**src/rtl/console_io_port.sv**
```systemverilog
// Platform-side responder for the CPU I/O port bus: console stdin/stdout FIFOs,
// interrupt mask/status, halt/exit-code capture and a free-running cycle counter.
module console_io_port #(
    parameter int RX_DEPTH = 16,
    parameter int TX_DEPTH = 16
) (
    input  logic        clock,
    input  logic        reset,
    input  logic [8:0]  io_port,
    input  logic [15:0] data_out,
    input  logic        data_out_valid,
    output logic [15:0] data_in,
    output logic        irq,
    input  logic [7:0]  rx_byte,
    input  logic        rx_valid,
    output logic        rx_ready,
    output logic [7:0]  tx_byte,
    output logic        tx_valid,
    input  logic        tx_ready,
    output logic        halted,
    output logic [15:0] exit_code
);

    localparam int RX_AW = $clog2(RX_DEPTH);
    localparam int TX_AW = $clog2(TX_DEPTH);
    localparam logic [RX_AW:0] RX_CAP = (RX_AW+1)'(RX_DEPTH);
    localparam logic [TX_AW:0] TX_CAP = (TX_AW+1)'(TX_DEPTH);

    localparam logic [8:0] PORT_HALT   = 9'd0;
    localparam logic [8:0] PORT_STDIN  = 9'd2;
    localparam logic [8:0] PORT_STDOUT = 9'd3;
    localparam logic [8:0] PORT_STATUS = 9'd4;
    localparam logic [8:0] PORT_MASK   = 9'd5;
    localparam logic [8:0] PORT_CYCLES = 9'd32;

    logic [7:0]       rx_mem [RX_DEPTH];
    logic [RX_AW-1:0] rx_rd, rx_wr;
    logic [RX_AW:0]   rx_count;
    logic [7:0]       tx_mem [TX_DEPTH];
    logic [TX_AW-1:0] tx_rd, tx_wr;
    logic [TX_AW:0]   tx_count;

    logic [1:0]  mask;
    logic [15:0] cycle_count;

    logic rx_full, rx_empty, tx_full, tx_empty;
    logic rx_push, rx_pop, tx_push, tx_pop;
    logic [1:0] status;

    assign rx_full  = (rx_count == RX_CAP);
    assign rx_empty = (rx_count == '0);
    assign tx_full  = (tx_count == TX_CAP);
    assign tx_empty = (tx_count == '0);

    // Fullness/emptiness come from the pre-cycle count, so a same-cycle pop never frees a slot.
    assign rx_push = rx_valid && !rx_full && !reset;
    assign rx_pop  = data_out_valid && (io_port == PORT_STDIN) && !rx_empty;
    assign tx_push = data_out_valid && (io_port == PORT_STDOUT) && !tx_full;
    assign tx_pop  = tx_ready && !tx_empty;

    assign rx_ready = !reset && !rx_full;
    assign tx_valid = !tx_empty;
    assign tx_byte  = tx_mem[tx_rd];
    assign status   = {!tx_full, !rx_empty} & mask;
    assign irq      = |status;

    always_ff @(posedge clock) begin
        if (rx_push) rx_mem[rx_wr] <= rx_byte;
        if (tx_push) tx_mem[tx_wr] <= data_out[7:0];
    end

    always_ff @(posedge clock) begin
        if (reset) begin
            rx_rd       <= '0;
            rx_wr       <= '0;
            rx_count    <= '0;
            tx_rd       <= '0;
            tx_wr       <= '0;
            tx_count    <= '0;
            mask        <= '0;
            halted      <= 1'b0;
            exit_code   <= '0;
            cycle_count <= '0;
        end else begin
            if (rx_push) rx_wr <= rx_wr + RX_AW'(1);
            if (rx_pop)  rx_rd <= rx_rd + RX_AW'(1);
            if (rx_push && !rx_pop)      rx_count <= rx_count + (RX_AW+1)'(1);
            else if (rx_pop && !rx_push) rx_count <= rx_count - (RX_AW+1)'(1);

            if (tx_push) tx_wr <= tx_wr + TX_AW'(1);
            if (tx_pop)  tx_rd <= tx_rd + TX_AW'(1);
            if (tx_push && !tx_pop)      tx_count <= tx_count + (TX_AW+1)'(1);
            else if (tx_pop && !tx_push) tx_count <= tx_count - (TX_AW+1)'(1);

            if (data_out_valid && io_port == PORT_HALT) begin
                halted    <= 1'b1;
                exit_code <= data_out;
            end
            if (data_out_valid && io_port == PORT_MASK) mask <= data_out[1:0];

            if (data_out_valid && io_port == PORT_CYCLES) cycle_count <= '0;
            else                                          cycle_count <= cycle_count + 16'd1;
        end
    end

    always_comb begin
        data_in = '0;
        case (io_port)
            PORT_STDIN:  data_in = rx_empty ? 16'h8000 : {8'h00, rx_mem[rx_rd]};
            PORT_STDOUT: data_in = {15'b0, !tx_full};
            PORT_STATUS: data_in = {14'b0, status};
            PORT_MASK:   data_in = {14'b0, mask};
            PORT_CYCLES: data_in = cycle_count;
            default:     data_in = '0;
        endcase
    end

endmodule

```
**config.mk**
```make
export PLATFORM = sky130hd
export DESIGN_NAME = console_io_port
export DESIGN_NICKNAME = d
export VERILOG_FILES = /design/src/rtl/console_io_port.sv
export SDC_FILE = /design/constraint.sdc
export NUM_CORES = 1
export LEC_CHECK = 0
export CORE_MARGIN = 5
export CORE_UTILIZATION = 53
export DETAILED_ROUTE_END_ITERATION = 7
export GPL_TIMING_DRIVEN = 0
export PLACE_DENSITY_LB_ADDON = 0.1
export SLEW_MARGIN = 25
export SYNTH_ARGS = -nofsm -noshare
export SYNTH_HDL_FRONTEND = slang
export SYNTH_SLANG_ARGS = --single-unit
```
**constraint.sdc**
```tcl
create_clock -name clock -period 3.89 [get_ports clock]
set_clock_uncertainty 0.2 [all_clocks]
set_input_delay 1.167 -clock clock [delete_from_list [all_inputs] [get_ports clock]]
set_output_delay 1.167 -clock clock [all_outputs]
set_load 0.01 [all_outputs]
```
### After elaboration in Yosys (flattened, before gate mapping)

Memory sizes are Yosys's and may differ from the RTL's. A register that Yosys moved wholly into a read port is not among the register bits.
Cells that the tools add are included.
W data, S select, Z words.

* memories kept: 2
* word-level logic and storage cells: 74
* bits in writable memories: 256
* output and inout bits: 44
* input bits: 38
* register bits: 61

* reduce and logical (&&, ||, !) cells: 31
* add/sub/neg operators: 9
* muxes and demuxes: 14
* equality and inequality tests: 7
* bitwise operators: 1

Memories
* rx_mem: depth 16, bits a word 8, rd ports 1, clocked after Yosys merged registers in 1, wr ports 1, RTL line 36 `logic [7:0] rx_mem [RX_DEPTH];`
* tx_mem: depth 16, bits a word 8, rd ports 1, clocked after Yosys merged registers in 1, wr ports 1, RTL line 39 `logic [7:0] tx_mem [TX_DEPTH];`

Operator list (count)
* $pmux W16 S5: 1
* $mux W5: 4
* $eq A9 B2 Y1 const B: 2
* $eq A9 B3 Y1 const B: 2
* $add A16 B1 Y16 const B: 1
* $add A4 B1 Y4 const B: 4
* $mux W16: 1
* $mux W4: 4
* $logic_and A1 B1 Y1: 15
* $add A5 B1 Y5 const B: 2
* $eq A5 B5 Y1 const B: 2
* $logic_not A5 Y1: 2
* $sub A5 B1 Y5 const B: 2
* $eq A9 B6 Y1 const B: 1
* $logic_not A1 Y1: 9
* $logic_not A9 Y1: 1
* $mux W1: 4
* $reduce_bool A2 Y1: 2
* $reduce_or A2 Y1: 2
* $and A2 B2 Y2: 1

### Longest topological paths before layout

* depth in word-level cells: 8
* gate-level depth with buffers: 13
* depth with buffers taken out: 13

### Worst setup path before layout

Ideal clock, no wire load.

* path type: input -> output
* start: input io_port[7]
* end: output data_in[3]
* cell stages on the path: 5
* setup slack: -278 ps
* arrival: 2801 ps
* buffers on the path: 1
* cell sequence: or4_4 -> or2_2 -> nor3b_2 -> clkbuf_1 -> a22o_1

* word-level cells in the longest chain between the ends: 2

Ends and longest elaborated chain
* start: declaration: RTL line 9 `input logic [8:0] io_port,`
* $eq A9 B6 Y1, or another cell as far along: RTL line 108 `case (io_port)`
* $pmux W16 S5 *: RTL line 108
* end: declaration: RTL line 12 `output logic [15:0] data_in,`

Mark *: on every way between the ends. The rest lies on a longest branch, timed or not.

### Final worst setup path

* start: input io_port[8]
* end: output data_in[7]

Same word-level chain as after synthesis.

==> flow_summary_export.csv <==
group,metric,value,unit
cts,cts-htree-levels,2,
critical_path,arrival,2.91,ns
route,drt_wl_total,28090,um
sta,setup_viol,15,
sta,maxSlewHeadroom,0.4021,
cells_and_area,n_antenna_cell,0,
critical_path,path_cells,"buf_6 -> or4_4 -> or2_4 -> nor3b_4 -> buf_6 -> buf_4 -> buf_8 -> a22o_1 -> buf_2",
critical_path,reg2reg_from,"rx_count[2]",
floorplanning,die_y,167.4,um
cells_and_area,nFillCells,1749,
synth,ys_seq_area_frac,0.6904,
critical_path,path_class,"in2out",
synth,yosys-top-cells-area,"edfxtp_1, mux4_2, dfxtp_1",
sta,setup_ws,-0.3865,ns
synth,synth_area,13140,um^2
critical_path,cpLargestDelayFamily,"simple AND/OR/NAND/NOR gates",
cells_and_area,final_common_cell,"edfxtp_1",
critical_path,crit_fanout,5,
synth,yosysUniqueCellTypes,49,
floorplanning,fp-row-count,57,
critical_path,crit_required,2.52,ns
route,routed_via_density,5.753,
sta,rsz0062_at_grt,"true",
sta,hold_viol,0,
global_route,grt_pass1_wl,43220,um
cts,cts_sinks,325,
sta,setup_tns,-4.472,ns
sta,fmax,233.8,MHz
power_and_ir_drop,p_leak,5.382,nW
cts,cts-root-buf,"clkbuf_16",
synth,synth_top_area_share,0.5852,
sta,period_needed,4.276,ns
cts,cts_inserted_buffers,34,
cells_and_area,drive_gt1_frac,0.2327,
power_and_ir_drop,p_sw,0.001819,W
cts,clock_latency,0.50,ns
cells_and_area,final_core_util,0.6469,
critical_path,end_kind,"output port",
power_and_ir_drop,p_total,0.008068,W
cells_and_area,final_cell_mix,"edfxtp_1, nor2_1, mux4_2, dfxtp_1, clkdlybuf4s50_1",
route,initialDrtViolationCount,475,
critical_path,cp-startpoint,"io_port[8]",
cts,clk_pin_slew_worst_paths,0.06,ns
cts,ctsLongestPathBuffers,3,
synth,synth_nets,846,
sta,slew_viol_final,0,
hold_path,min_path_type,"reg2reg",
route,post-route-drc-count,0,
route,ant_nets,0,
power_and_ir_drop,ir_drop,0.4965,mV
cells_and_area,final_nets,977,
placed_design,place_hpwl,18950,um
synth,yosysWarnings,0,
synth,ys_seq_elements,325,
cts,cts_tree,"done",
global_route,track_usage,0.1997,
critical_path,critical_path.max_stage_delay,0.53,ns
placed_design,place_congestion,0.8281,
floorplanning,dieArea,28030,um^2
power_and_ir_drop,sw_frac_of_total,0.2254,
job,drv_cap,0,
run_status,status,"finished, violations left",
floorplanning,fp.dieW,167.4,um
critical_path,path_common_cell,"buf_6",
sta,fin_crit_sh,1.099,
global_route,grt-ovfl-total,0,
critical_path,cp_num_buf_inv,5,
synth,synth_edf_count,256,
synth,netlist_instances,786,
route,via_count,7278,
route,wire_per_inst,22.20,um
floorplanning,ios,82,
global_route,antenna_found_initial,1,
hold_path,hold_start,"halted",
sta,worst_pin_slew,0.8936,ns
placed_design,pre_cts_ws,-1.583,ns
power_and_ir_drop,intPower,0.006249,W
cells_and_area,syn2layout_area_growth,20.12,%
route,firstDrtPassIters,5,
critical_path,critical_path.startpoint_type,"primary input",
global_route,grt_pass1_vias,7484,
synth,yosysTopAreaCell,"edfxtp_1",
synth,async_flop_share,0,
run_status,failed_checks,"negative setup slack",
power_and_ir_drop,seqPwrFrac,0.480,
critical_path,critPathSlowestCell,"or4_4",
power_and_ir_drop,comb_power_share,0.125,
power_and_ir_drop,p_per_area,511.3,nW/um^2
placed_design,port_buffers,80,
floorplanning,start_util,0.5386,
power_and_ir_drop,clkPwrFrac,0.395,
floorplanning,core-area,24390,um^2
synth,avgSynthCellArea,16.71,um^2
synth,synthFlopType,"edfxtp_1",
global_route,grt_max_degree,19,
==> area by class of cell <==
class | instances | area (um^2) | area share
Sequential cell | 325 | 9072 | 0.5750
Multi-Input combinational cell | 408 | 3994 | 0.2531
Clock buffer | 49 | 993.5 | 0.06296
Timing Repair Buffer | 97 | 884.6 | 0.05606
Tap cell | 324 | 405.4 | 0.02569
Buffer | 33 | 250.2 | 0.01586
Clock inverter | 11 | 111.4 | 0.007057
Inverter | 18 | 67.56 | 0.004282
==> synthesized netlist by cell type, drive strengths merged (5+ instances only) <==
master	number
edfxtp	256
nor2	78
mux4	70
dfxtp	69
mux2i	29
nand2	25
a21oi	24
ha	20
buf	19
and2	18
inv	18
clkbuf	16
xor2	15
nand3	14
xnor2	14
nor3	9
nor2b	8
a211oi	7
a22o	7
mux2	7
o21ai	7
nand4	6
nor3b	6
a21o	5
and3	5
nand2b	5
==> power groups by stage <==
stage                     Combinational (W)  Sequential, W  Clock (W)
after CTS                           0.00102        0.00387    0.00325
final                               0.00101        0.00387    0.00318
after detailed placement           0.000991        0.00393          0
after floorplan                    0.000657        0.00391          0
after global placement             0.000947        0.00392          0
after global routing                0.00110        0.00388    0.00341
==> repair_timing <==
action	4_1_cts	5_1_grt
endpoints found under the setup margin	45	19
cloned	1	0
pin swaps	11	7
hold buffers	0	0
buffers inserted	9	6
resized for setup	140	15
==> per-stage QoR <==
stage                     cells  area (um^2)  hold slack, ns
after global placement     1190        14410          0.2377
after global routing       1265        15780          0.2838
after detailed placement   1191        14460          0.2462
final                      1265        15780          0.2488
after floorplan             786        13200          0.2450
after CTS                  1260        15720          0.2552
==> path summary, 6_finish.rpt <==
check                           cells past startpoint     endpoint  slack (ns)
worst min register to register                      2       halted        0.25
worst min-delay path                                2       halted        0.25
worst max-delay path                                9   data_in[7]       -0.39
worst max register to register                      9  rx_count[4]        0.82
==> worst min-delay path: cells and delay by family (launching register included) <==
| family | cells | cell delay (ns) |
|---|---|---|
| AOI/OAI and AO/OA | 1 | 0.05 |
| buffers and inverters | 1 | 0.05 |
| DFF | 1 | 0.31 |
==> logic make-up after synthesis <==
| kind of cell | count (synthesis) | share of synthesized area |
|---|---|---|
| xor+xnor | 29 | 0.01934 |
| mux | 106 | 0.1481 |
| simple gates | 191 | 0.07267 |
| fa+ha+maj | 22 | 0.02210 |
| buf+inv | 53 | 0.01667 |
| compound gates | 60 | 0.03077 |
| flops | 325 | 0.6904 |
==> flip-flops by register name (all words and copies together) (netlist names), named ones only <==
name	cells
halted	1
tx_rd	4
rx_rd	4
rx_mem	128
tx_mem	128
tx_wr	4
cycle_count	16
rx_wr	4
mask	2
rx_count	5
tx_count	5
exit_code	16
==> per-layer routing <==
layer	global-route usage	wire length, um	vias up	part of all wire
met2	0.3249	13640	218	0.49
met4	0.04446	376	0	0.013
met1	0.2843	12300	3735	0.44
met3	0.03984	1774	31	0.063
li1	-	-	3294	-
met5	0	0	-	0
No activity file was read; power rests on OpenSTA's default activity.
